===== src/rtl/axi4l2core_pipe.sv =====
// axi4l2core_pipe: pipelined AXI4-Lite slave to core (req/gnt/rvalid) bridge.
// Up to DEPTH transactions may be outstanding, counting both those in flight
// at the core and responses still waiting in the per-channel response FIFOs.
// Reads and writes are arbitrated round-robin.
// Optional feature macro: AXI4L2CORE_PIPE_ALIGN_CHECK_EN. When defined,
// misaligned addresses are answered locally with SLVERR instead of being
// forwarded to the core.
module axi4l2core_pipe #(
    parameter int ADDR_W = 32,
    parameter int DATA_W = 32,
    parameter int DEPTH  = 2
) (
    input  logic                  aclk,
    input  logic                  aresetn,
    input  logic [ADDR_W-1:0]     awaddr,
    input  logic                  awvalid,
    output logic                  awready,
    input  logic [DATA_W-1:0]     wdata,
    input  logic [DATA_W/8-1:0]   wstrb,
    input  logic                  wvalid,
    output logic                  wready,
    output logic [1:0]            bresp,
    output logic                  bvalid,
    input  logic                  bready,
    input  logic [ADDR_W-1:0]     araddr,
    input  logic                  arvalid,
    output logic                  arready,
    output logic [DATA_W-1:0]     rdata,
    output logic [1:0]            rresp,
    output logic                  rvalid,
    input  logic                  rready,
    output logic                  core_req,
    input  logic                  core_gnt,
    output logic                  core_we,
    output logic [DATA_W/8-1:0]   core_be,
    output logic [ADDR_W-1:0]     core_addr,
    output logic [DATA_W-1:0]     core_wdata,
    input  logic                  core_rvalid,
    input  logic                  core_err,
    input  logic [DATA_W-1:0]     core_rdata
);

    localparam int PW = (DEPTH > 1) ? $clog2(DEPTH) : 1;
    localparam int CW = $clog2(DEPTH + 1);
    localparam int SW = CW + 2;
    localparam logic [1:0] RESP_OKAY   = 2'b00;
    localparam logic [1:0] RESP_SLVERR = 2'b10;

    function automatic logic [PW-1:0] ptr_inc(input logic [PW-1:0] p);
        return (p == PW'(DEPTH - 1)) ? '0 : p + 1'b1;
    endfunction

    function automatic logic [CW-1:0] cnt_next(input logic [CW-1:0] c,
                                               input logic push,
                                               input logic pop);
        case ({push, pop})
            2'b10:   return c + 1'b1;
            2'b01:   return c - 1'b1;
            default: return c;
        endcase
    endfunction

    // Control state (reset) and next-state
    logic            last_rd_q, last_rd_d;
    logic [PW-1:0]   tag_wp_q, tag_wp_d, tag_rp_q, tag_rp_d;
    logic [CW-1:0]   tag_cnt_q, tag_cnt_d;
    logic [PW-1:0]   rq_wp_q, rq_wp_d, rq_rp_q, rq_rp_d;
    logic [CW-1:0]   rq_cnt_q, rq_cnt_d;
    logic [PW-1:0]   bq_wp_q, bq_wp_d, bq_rp_q, bq_rp_d;
    logic [CW-1:0]   bq_cnt_q, bq_cnt_d;

    // Storage (data only, not reset)
    logic            tag_mem_q [0:DEPTH-1];
    logic [DATA_W-1:0] rq_data_q [0:DEPTH-1];
    logic [1:0]      rq_resp_q [0:DEPTH-1];
    logic [1:0]      bq_resp_q [0:DEPTH-1];

    logic            rd_cand, wr_cand, sel_rd, sel_wr;
    logic [ADDR_W-1:0] sel_addr;
    logic [SW-1:0]   occ;
    logic            credit, misaligned, accept, direct_err;
    logic            tag_push, tag_pop, head_rd;
    logic            rq_push, rq_pop, bq_push, bq_pop;
    logic [1:0]      push_resp;
    logic [DATA_W-1:0] rq_push_data;

    // Round-robin selection between the read and write candidates
    always_comb begin
        rd_cand  = arvalid;
        wr_cand  = awvalid && wvalid;
        sel_rd   = rd_cand && (!wr_cand || !last_rd_q);
        sel_wr   = wr_cand && !sel_rd;
        sel_addr = sel_rd ? araddr : awaddr;
        occ      = SW'(tag_cnt_q) + SW'(rq_cnt_q) + SW'(bq_cnt_q);
        credit   = occ < SW'(DEPTH);
    end

`ifdef AXI4L2CORE_PIPE_ALIGN_CHECK_EN
    localparam int OFF_W = $clog2(DATA_W / 8);
    assign misaligned = (sel_rd || sel_wr) && (sel_addr[OFF_W-1:0] != '0);
`else
    assign misaligned = 1'b0;
`endif

    // Core request and AXI accept; misaligned accesses bypass the core but
    // must wait for the tag FIFO to empty so the local error stays in order
    always_comb begin
        core_req   = 1'b0;
        core_we    = 1'b0;
        core_be    = '0;
        core_addr  = '0;
        core_wdata = '0;
        accept     = 1'b0;
        direct_err = 1'b0;
        if ((sel_rd || sel_wr) && credit) begin
            if (misaligned) begin
                if (tag_cnt_q == '0) begin
                    accept     = 1'b1;
                    direct_err = 1'b1;
                end
            end else begin
                core_req   = 1'b1;
                core_we    = sel_wr;
                core_addr  = sel_addr;
                core_be    = sel_wr ? wstrb : '1;
                core_wdata = sel_wr ? wdata : '0;
                accept     = core_gnt;
            end
        end
    end

    assign arready = accept && sel_rd;
    assign awready = accept && sel_wr;
    assign wready  = accept && sel_wr;

    assign rvalid = (rq_cnt_q != '0);
    assign bvalid = (bq_cnt_q != '0);
    assign rdata  = rvalid ? rq_data_q[rq_rp_q] : '0;
    assign rresp  = rvalid ? rq_resp_q[rq_rp_q] : RESP_OKAY;
    assign bresp  = bvalid ? bq_resp_q[bq_rp_q] : RESP_OKAY;

    // Response routing and FIFO pointer/count next-state
    always_comb begin
        tag_push     = accept && !direct_err;
        tag_pop      = core_rvalid && (tag_cnt_q != '0);
        head_rd      = tag_mem_q[tag_rp_q];
        rq_push      = (tag_pop && head_rd) || (direct_err && sel_rd);
        bq_push      = (tag_pop && !head_rd) || (direct_err && sel_wr);
        push_resp    = (direct_err || core_err) ? RESP_SLVERR : RESP_OKAY;
        rq_push_data = direct_err ? '0 : core_rdata;
        rq_pop       = rvalid && rready;
        bq_pop       = bvalid && bready;

        last_rd_d = accept ? sel_rd : last_rd_q;
        tag_wp_d  = tag_push ? ptr_inc(tag_wp_q) : tag_wp_q;
        tag_rp_d  = tag_pop  ? ptr_inc(tag_rp_q) : tag_rp_q;
        tag_cnt_d = cnt_next(tag_cnt_q, tag_push, tag_pop);
        rq_wp_d   = rq_push ? ptr_inc(rq_wp_q) : rq_wp_q;
        rq_rp_d   = rq_pop  ? ptr_inc(rq_rp_q) : rq_rp_q;
        rq_cnt_d  = cnt_next(rq_cnt_q, rq_push, rq_pop);
        bq_wp_d   = bq_push ? ptr_inc(bq_wp_q) : bq_wp_q;
        bq_rp_d   = bq_pop  ? ptr_inc(bq_rp_q) : bq_rp_q;
        bq_cnt_d  = cnt_next(bq_cnt_q, bq_push, bq_pop);
    end

    // Control registers: arbiter flag, FIFO pointers and counts
    always_ff @(posedge aclk or negedge aresetn) begin
        if (!aresetn) begin
            last_rd_q <= 1'b0;
            tag_wp_q  <= '0;
            tag_rp_q  <= '0;
            tag_cnt_q <= '0;
            rq_wp_q   <= '0;
            rq_rp_q   <= '0;
            rq_cnt_q  <= '0;
            bq_wp_q   <= '0;
            bq_rp_q   <= '0;
            bq_cnt_q  <= '0;
        end else begin
            last_rd_q <= last_rd_d;
            tag_wp_q  <= tag_wp_d;
            tag_rp_q  <= tag_rp_d;
            tag_cnt_q <= tag_cnt_d;
            rq_wp_q   <= rq_wp_d;
            rq_rp_q   <= rq_rp_d;
            rq_cnt_q  <= rq_cnt_d;
            bq_wp_q   <= bq_wp_d;
            bq_rp_q   <= bq_rp_d;
            bq_cnt_q  <= bq_cnt_d;
        end
    end

    // FIFO storage writes
    always_ff @(posedge aclk) begin
        if (tag_push) begin
            tag_mem_q[tag_wp_q] <= sel_rd;
        end
        if (rq_push) begin
            rq_data_q[rq_wp_q] <= rq_push_data;
            rq_resp_q[rq_wp_q] <= push_resp;
        end
        if (bq_push) begin
            bq_resp_q[bq_wp_q] <= push_resp;
        end
    end

endmodule


===== config.mk =====
export PLATFORM = sky130hd
export DESIGN_NAME = axi4l2core_pipe
export DESIGN_NICKNAME = d
export VERILOG_FILES = /design/src/rtl/axi4l2core_pipe.sv
export SDC_FILE = /design/constraint.sdc
export NUM_CORES = 1
export LEC_CHECK = 0
export ABC_CLOCK_PERIOD_IN_PS = 2400
export BUFFER_PORTS_ARGS = -buffer_cell sky130_fd_sc_hd__buf_2
export CAP_MARGIN = 20
export CORE_MARGIN = 2
export CORE_UTILIZATION = 39
export CTS_CLUSTER_SIZE = 30
export DETAILED_ROUTE_END_ITERATION = 10
export GPL_ROUTABILITY_DRIVEN = 0
export PLACE_DENSITY = 0.76
export SLEW_MARGIN = 30
export SYNTH_ARGS = -nofsm -noshare
export SYNTH_HDL_FRONTEND = slang
export SYNTH_SLANG_ARGS = --single-unit

===== constraint.sdc =====
create_clock -name aclk -period 2.4 [get_ports aclk]
set_input_delay 0.12 -clock aclk [delete_from_list [all_inputs] [get_ports aclk]]
set_output_delay 0.12 -clock aclk [all_outputs]
set_load 0.02 [all_outputs]

; Word-level counts from Yosys, hierarchy flattened
; Memories as Yosys holds them, arrays and structs flattened.
; Index checks and enable logic that the tools add are counted.
[classes]
add_sub_neg = 14
n_lt_le_gt_ge = 1
n_eq_ne = 6
mux = 28
n_reduce_logical = 23
[op_table]
columns = cell, n
row1 = two-way mux 32 bit, 5
row2 = two-way mux 1 bit, 15
row3 = one-hot mux 2 bit (2 select lines), 3
row4 = nonzero test 2 bit, 6
row5 = logical AND 1 bit, 11
row6 = two-way mux 4 bit, 2
row7 = adder 1 bit (second input constant), 6
row8 = adder 2 x 1 -> 2 bit (second input constant), 3
row9 = == test 2 x 1 -> 1 bit (second input constant), 3
row10 = == test 2 bit (second input constant), 3
row11 = two-way mux 2 bit, 3
row12 = subtractor 2 x 1 -> 2 bit (second input constant), 3
row13 = adder 3 x 2 -> 4 bit, 1
row14 = zero test 1 bit, 4
row15 = less-than comparator 4 x 2 -> 1 bit (second input constant), 1
row16 = adder 2 x 2 -> 3 bit, 1
row17 = logical OR 1 bit, 2
[word_totals]
ff_bits = 13
mem_bits_rw = 74
in_bits = 142
output_inout_bits = 111
word_cells = 86
mem_count = 4
[mem_list]
columns = memory, words, word_bits, read_ports, rd_ports_with_merged_regs, wr, line
row1 = rq_data_q, 2, 32, 1, 0, 1, 74  ; logic [DATA_W-1:0] rq_data_q [0:DEPTH-1];
row2 = bq_resp_q, 2, 2, 1, 0, 1, 76  ; logic [1:0] bq_resp_q [0:DEPTH-1];
row3 = rq_resp_q, 2, 2, 1, 0, 1, 75  ; logic [1:0] rq_resp_q [0:DEPTH-1];
row4 = tag_mem_q, 2, 1, 1, 0, 1, 73  ; logic tag_mem_q [0:DEPTH-1];

; Logic depth before layout (Yosys ltp)
[logic_depth]
ltp_word = 11
depth_mapped = 10
mapped_depth_nobuf = 10

; Least setup slack after synthesis
; No wires, ideal clock.
[synth_timing]
kind = register to output
startpoint = reg tag_cnt_q[1]
endpoint = out core_be[0]
t_arrival_ns = 2.482
required_ns = 2.280
path_slack_ns = -0.202
stages_incl_launch_ff = 9
path_buffers = 1
cell_sequence = dfrtp_1 inv_1 fa_1 inv_1 ha_1 or3b_1 clkbuf_1 nor2b_1 o21a_1
[synth_between]
elab_chain_cells = 5
[synth_rtl]
columns = item, line
row1 = "start, declared", 66  ; logic [CW-1:0] tag_cnt_q, tag_cnt_d;
row2 = "start signal, assigned", 183  ; tag_cnt_q <= tag_cnt_d;
row3 = adder 2 x 2 -> 3 bit, 94  ; occ = SW'(tag_cnt_q) + SW'(rq_cnt_q) + SW'(bq_cnt_q);
row4 = adder 3 x 2 -> 4 bit, 94
row5 = less-than comparator 4 x 2 -> 1 bit, 95  ; credit = occ < SW'(DEPTH);
row6 = logical AND 1 bit, 115  ; if ((sel_rd || sel_wr) && credit) begin
row7 = two-way mux 4 bit, 115
row8 = "end, declared", 35  ; output logic [DATA_W/8-1:0] core_be,
; No other way between the ends.

; Worst setup path in the final report
[layout_timing]
startpoint = reg bq_cnt_q[1]
endpoint = out core_wdata[28]
[layout_between]
elab_chain_cells = 4
[layout_rtl]
columns = item, line
row1 = "start, declared", 70  ; logic [CW-1:0] bq_cnt_q, bq_cnt_d;
row2 = "start signal, assigned", 189  ; bq_cnt_q <= bq_cnt_d;
row3 = adder 3 x 2 -> 4 bit, 94
row4 = less-than comparator 4 x 2 -> 1 bit, 95
row5 = logical AND 1 bit, 115
row6 = two-way mux 32 bit, 115
row7 = "end, declared", 37  ; output logic [DATA_W-1:0] core_wdata,
; No other way between the ends.

==> impl_metrics.yaml <==
pwr:
  powerDensity_nw_per_um2: 1370
  pwr-share-seq_pct: 21.0
  swShare_pct: 42.7
  net-switching-power_w: 0.00430
  intPower_w: 0.00576
  clkPwrFrac_pct: 9.6
  p_comb_share_pct: 69.3
  irDropWorstVdd_mv: 1.56
  total_power_w: 0.0101
  leakage_nw: 3.21
floorplan:
  core_area_um2: 10400
  dieArea_um2: 11600
  die_h_um: 108
  core.rowCount: 37
  die_w_um: 108
  ios: 253
  initial_core_util_pct: 40.4
outcome:
  violations: "setup timing"
  outcome: "finished with violations"
yosys:
  synth.distinct_cells: 27
  syn_avg_cell_area_um2: 11.1
  synth.yosys.warnings: 0
  ys_ff_latch: 83
  yosysSeqAreaShare_pct: 57.9
  synth_area_um2: 4190
  synthCells: 377
clock_network:
  clk_pin_slew_ns: 0.08
  cts-root-buf: "clkbuf_8"
  clk_latency_ns: 0.34
  numCtsBuffers: 9
  cts_tree: "built"
  htree_levels: 3
  clockBufferDepth: 2
  clock-sinks: 83
global_routing:
  grt_usage_pct: 23.1
  grt_pass1_wl_mm: 20.6
  grt_pass1_vias: 4183
  antenna_found_initial: 0
  grt_max_degree: 37
  gr-total-overflow: 0
worst_hold_path:
  hold-path-cell-count: 3
  hp-class: "input pin to register"
  whs_endpoint: "rq_rp_q"
  min-delay-start: "rready"
route:
  drc_errors: 0
  via_per_inst: 5.17
  routed_wl_mm: 15.1
  drt_iter0_markers: 349
  wl_met2_mm: 7.74
  antenna_left: 0
  via_count: 4254
  dr.pass1.iters: 5
  dr.max_layer_used: "met4"
  route.met3.wl_mm: 1.23
  wl_per_cell_um: 18.3
  met1_length_mm: 5.75
timing:
  hold_violations: 0
  layout_setup_ws_ns: -0.508
  period_share_pct: 121
  fmax_mhz: 344
  finalSetupViolations: 73
  rsz0062_at_grt: "yes"
  slew_headroom_pct: 63.0
  drv_slew: 0
  whs_ns: 0.121
  skew_ns: 0.00961
  min_period_ns: 2.91
  worstMarginPinSlew_ns: 0.555
setup_path:
  critPathKind: "register to output pin"
  arrival_ns: 2.79
  crit_top_cell: "inv_2"
  r2r-start: "bq_cnt_q[1]"
  crit_path_end_kind: "output pin"
  slowest_delay_ns: 0.55
  critPathRequiredTime_ns: 2.28
  rrSetupSlack_ns: 0.12
  r2r_end: "tag_cnt_q[1]"
  crit_family: "simple AND/OR/NAND/NOR gates"
  path_cells: "inv_2 > fa_1 > inv_2 > ha_4 > or3b_4 > and3b_2 > clkbuf_16 > and2_4 > buf_6"
  cp_max_fo: 8
  start_kind: "register"
  worst-path-buf-inv: 4
  cp_slowest_cell: "fa_1"
  ff2ff_path_depth: 9
final_layout:
  nets: 830
  post_route_cells_drive_above_1_share_pct: 55.7
  fillers: 716
  regArea_um2: 2430
  synthToLayoutAreaGrowth_pct: 75.1
  antennaDiodeCount: 0
  multi_input_area_um2: 2040
place:
  hpwl_mm: 9.29
  portBuffers: 250
job:
  drv_cap: 0
-- how the worst max path moves through the flow --
stage / start / endpoint / slack (ns) / cells after the start
2_1_floorplan: tag_cnt_q[0] / rq_data_q[0][0] / -0.18 / 3
3_3_place_gp: tag_cnt_q[1] / core_wdata[18] / -0.06 / 9
3_5_place_dp: tag_cnt_q[1] / core_wdata[18] / -0.13 / 9
4_1_cts: tag_cnt_q[1] / core_wdata[18] / -0.50 / 9
5_1_grt: bq_cnt_q[1] / core_wdata[8] / -0.60 / 9
6_report: bq_cnt_q[1] / core_wdata[28] / -0.51 / 9
-- state kept, by name (all words and copies together) (netlist names) --
signal	flops
tag_cnt_q	2
tag_rp_q	1
rq_data_q	64
tag_wp_q	1
bq_rp_q	1
bq_cnt_q	2
bq_resp_q	2
tag_mem_q	2
rq_rp_q	1
bq_wp_q	1
rq_cnt_q	2
rq_resp_q	2
rq_wp_q	1
last_rd_q	1
-- cell usage in the layout, fill, tap and decap left out, types with 3 or more instances in the layout --
master / n
and2_1: 4
and2_4: 32
clkbuf_16: 4
clkinvlp_4: 3
dlygate4sd3_1: 34
xor2_1: 3
o21a_1: 5
nand2_1: 3
dfrtp_1: 12
mux2i_1: 35
clkbuf_8: 9
nor2_1: 40
buf_4: 33
a21oi_2: 6
nand3_1: 65
ha_1: 4
inv_1: 4
buf_2: 177
inv_2: 3
xnor2_1: 12
edfxtp_1: 70
a21oi_4: 26
buf_6: 72
-- synth_stat cells --
cell	number	area share [%]
buf_2	4	0.48
conb_1	1	0.089
and4bb_2	1	0.30
xnor2_1	12	2.5
dfrtp_1	13	7.8
inv_1	7	0.63
nand3_1	65	7.8
buf_1	1	0.089
a21oi_1	33	3.9
clkbuf_1	21	1.9
and2_1	36	5.4
or3b_1	1	0.21
nand2b_1	2	0.30
buf_4	6	1.1
mux2i_1	35	8.4
a31oi_1	1	0.15
fa_1	1	0.48
a21o_1	2	0.36
and3_1	4	0.60
and3b_2	1	0.24
nor2_1	43	3.9
edfxtp_1	70	50
xor2_1	3	0.63
nand2_1	3	0.27
nor2b_1	1	0.15
o21a_1	5	0.90
ha_1	5	1.5
-- power groups by stage --
stage / clock network, W / logic [W] / registers (W)
3_3_place_gp: 0 / 0.00413 / 0.00212
3_5_place_dp: 0 / 0.00423 / 0.00214
5_1_grt: 0.00106 / 0.00734 / 0.00215
2_1_floorplan: 0 / 0.00299 / 0.00206
4_1_cts: 0.00100 / 0.00561 / 0.00211
6_report: 0.000969 / 0.00697 / 0.00211
-- routing by layer --
| layer | GRT usage, % | up-vias |
|---|---|---|
| li1 | - | 1933 |
| met3 | 5.39 | 30 |
| met2 | 39.7 | 250 |
| met4 | 6.68 | 0 |
| met1 | 28.9 | 2041 |
| met5 | 0 | - |
-- kinds of logic (layout without fill, tap and decap cells) --
group,after synthesis,after routing,share of synthesized area [%]
DFF,83,83,57.9
AOI/OAI and AO/OA,41,41,5.34
and+or+nand+nor,157,157,19.0
muxes,35,35,8.36
other,1,2,0.0895
adders and majority gates,6,6,1.97
buffers and inverters,39,348,4.15
xor gates and xnor gates,15,15,3.13
-- layout make-up --
cell class | instances | area share [%]
inverter | 7 | 0.358
timing repair buffer | 325 | 33.8
clock inverter | 5 | 0.835
clock buffer | 11 | 1.79
tap | 136 | 2.32
multi-input combinational | 256 | 27.8
sequential | 83 | 33.1
-- repair_timing --
action | 4_1_cts | 5_1_grt
gates resized for setup | 165 | 53
pin swaps | 2 | 4
endpoints found under the setup margin | 73 | 74
setup buffers | 6 | 11
hold endpoints to repair | 81 | 0
hold buffers | 34 | 0
gates cloned | 1 | 5
-- through the flow --
| stage | cells | setup slack [ns] | TNS (ns) | cell area [um2] | utilization, % |
|---|---|---|---|---|---|
| detailed placement | 750 | -0.129 | -4.16 | 5720 | 55.2 |
| finish | 823 | -0.508 | -33.06 | 7340 | 70.8 |
| CTS | 807 | -0.505 | -31.62 | 6880 | 66.4 |
| global route | 823 | -0.601 | -39.65 | 7340 | 70.8 |
| floorplan | 378 | -0.176 | -13.64 | 4310 | - |
| global placement | 750 | -0.0571 | -1.86 | 5720 | 55.2 |
-- worst min-delay path: cells and delay by family --
kind,cells,cell delay [ns]
AND/OR/NAND/NOR,1,0.16
XOR/XNOR,1,0.08
buffers and inverters,1,0.07
(Power assumes the default switching activity.)
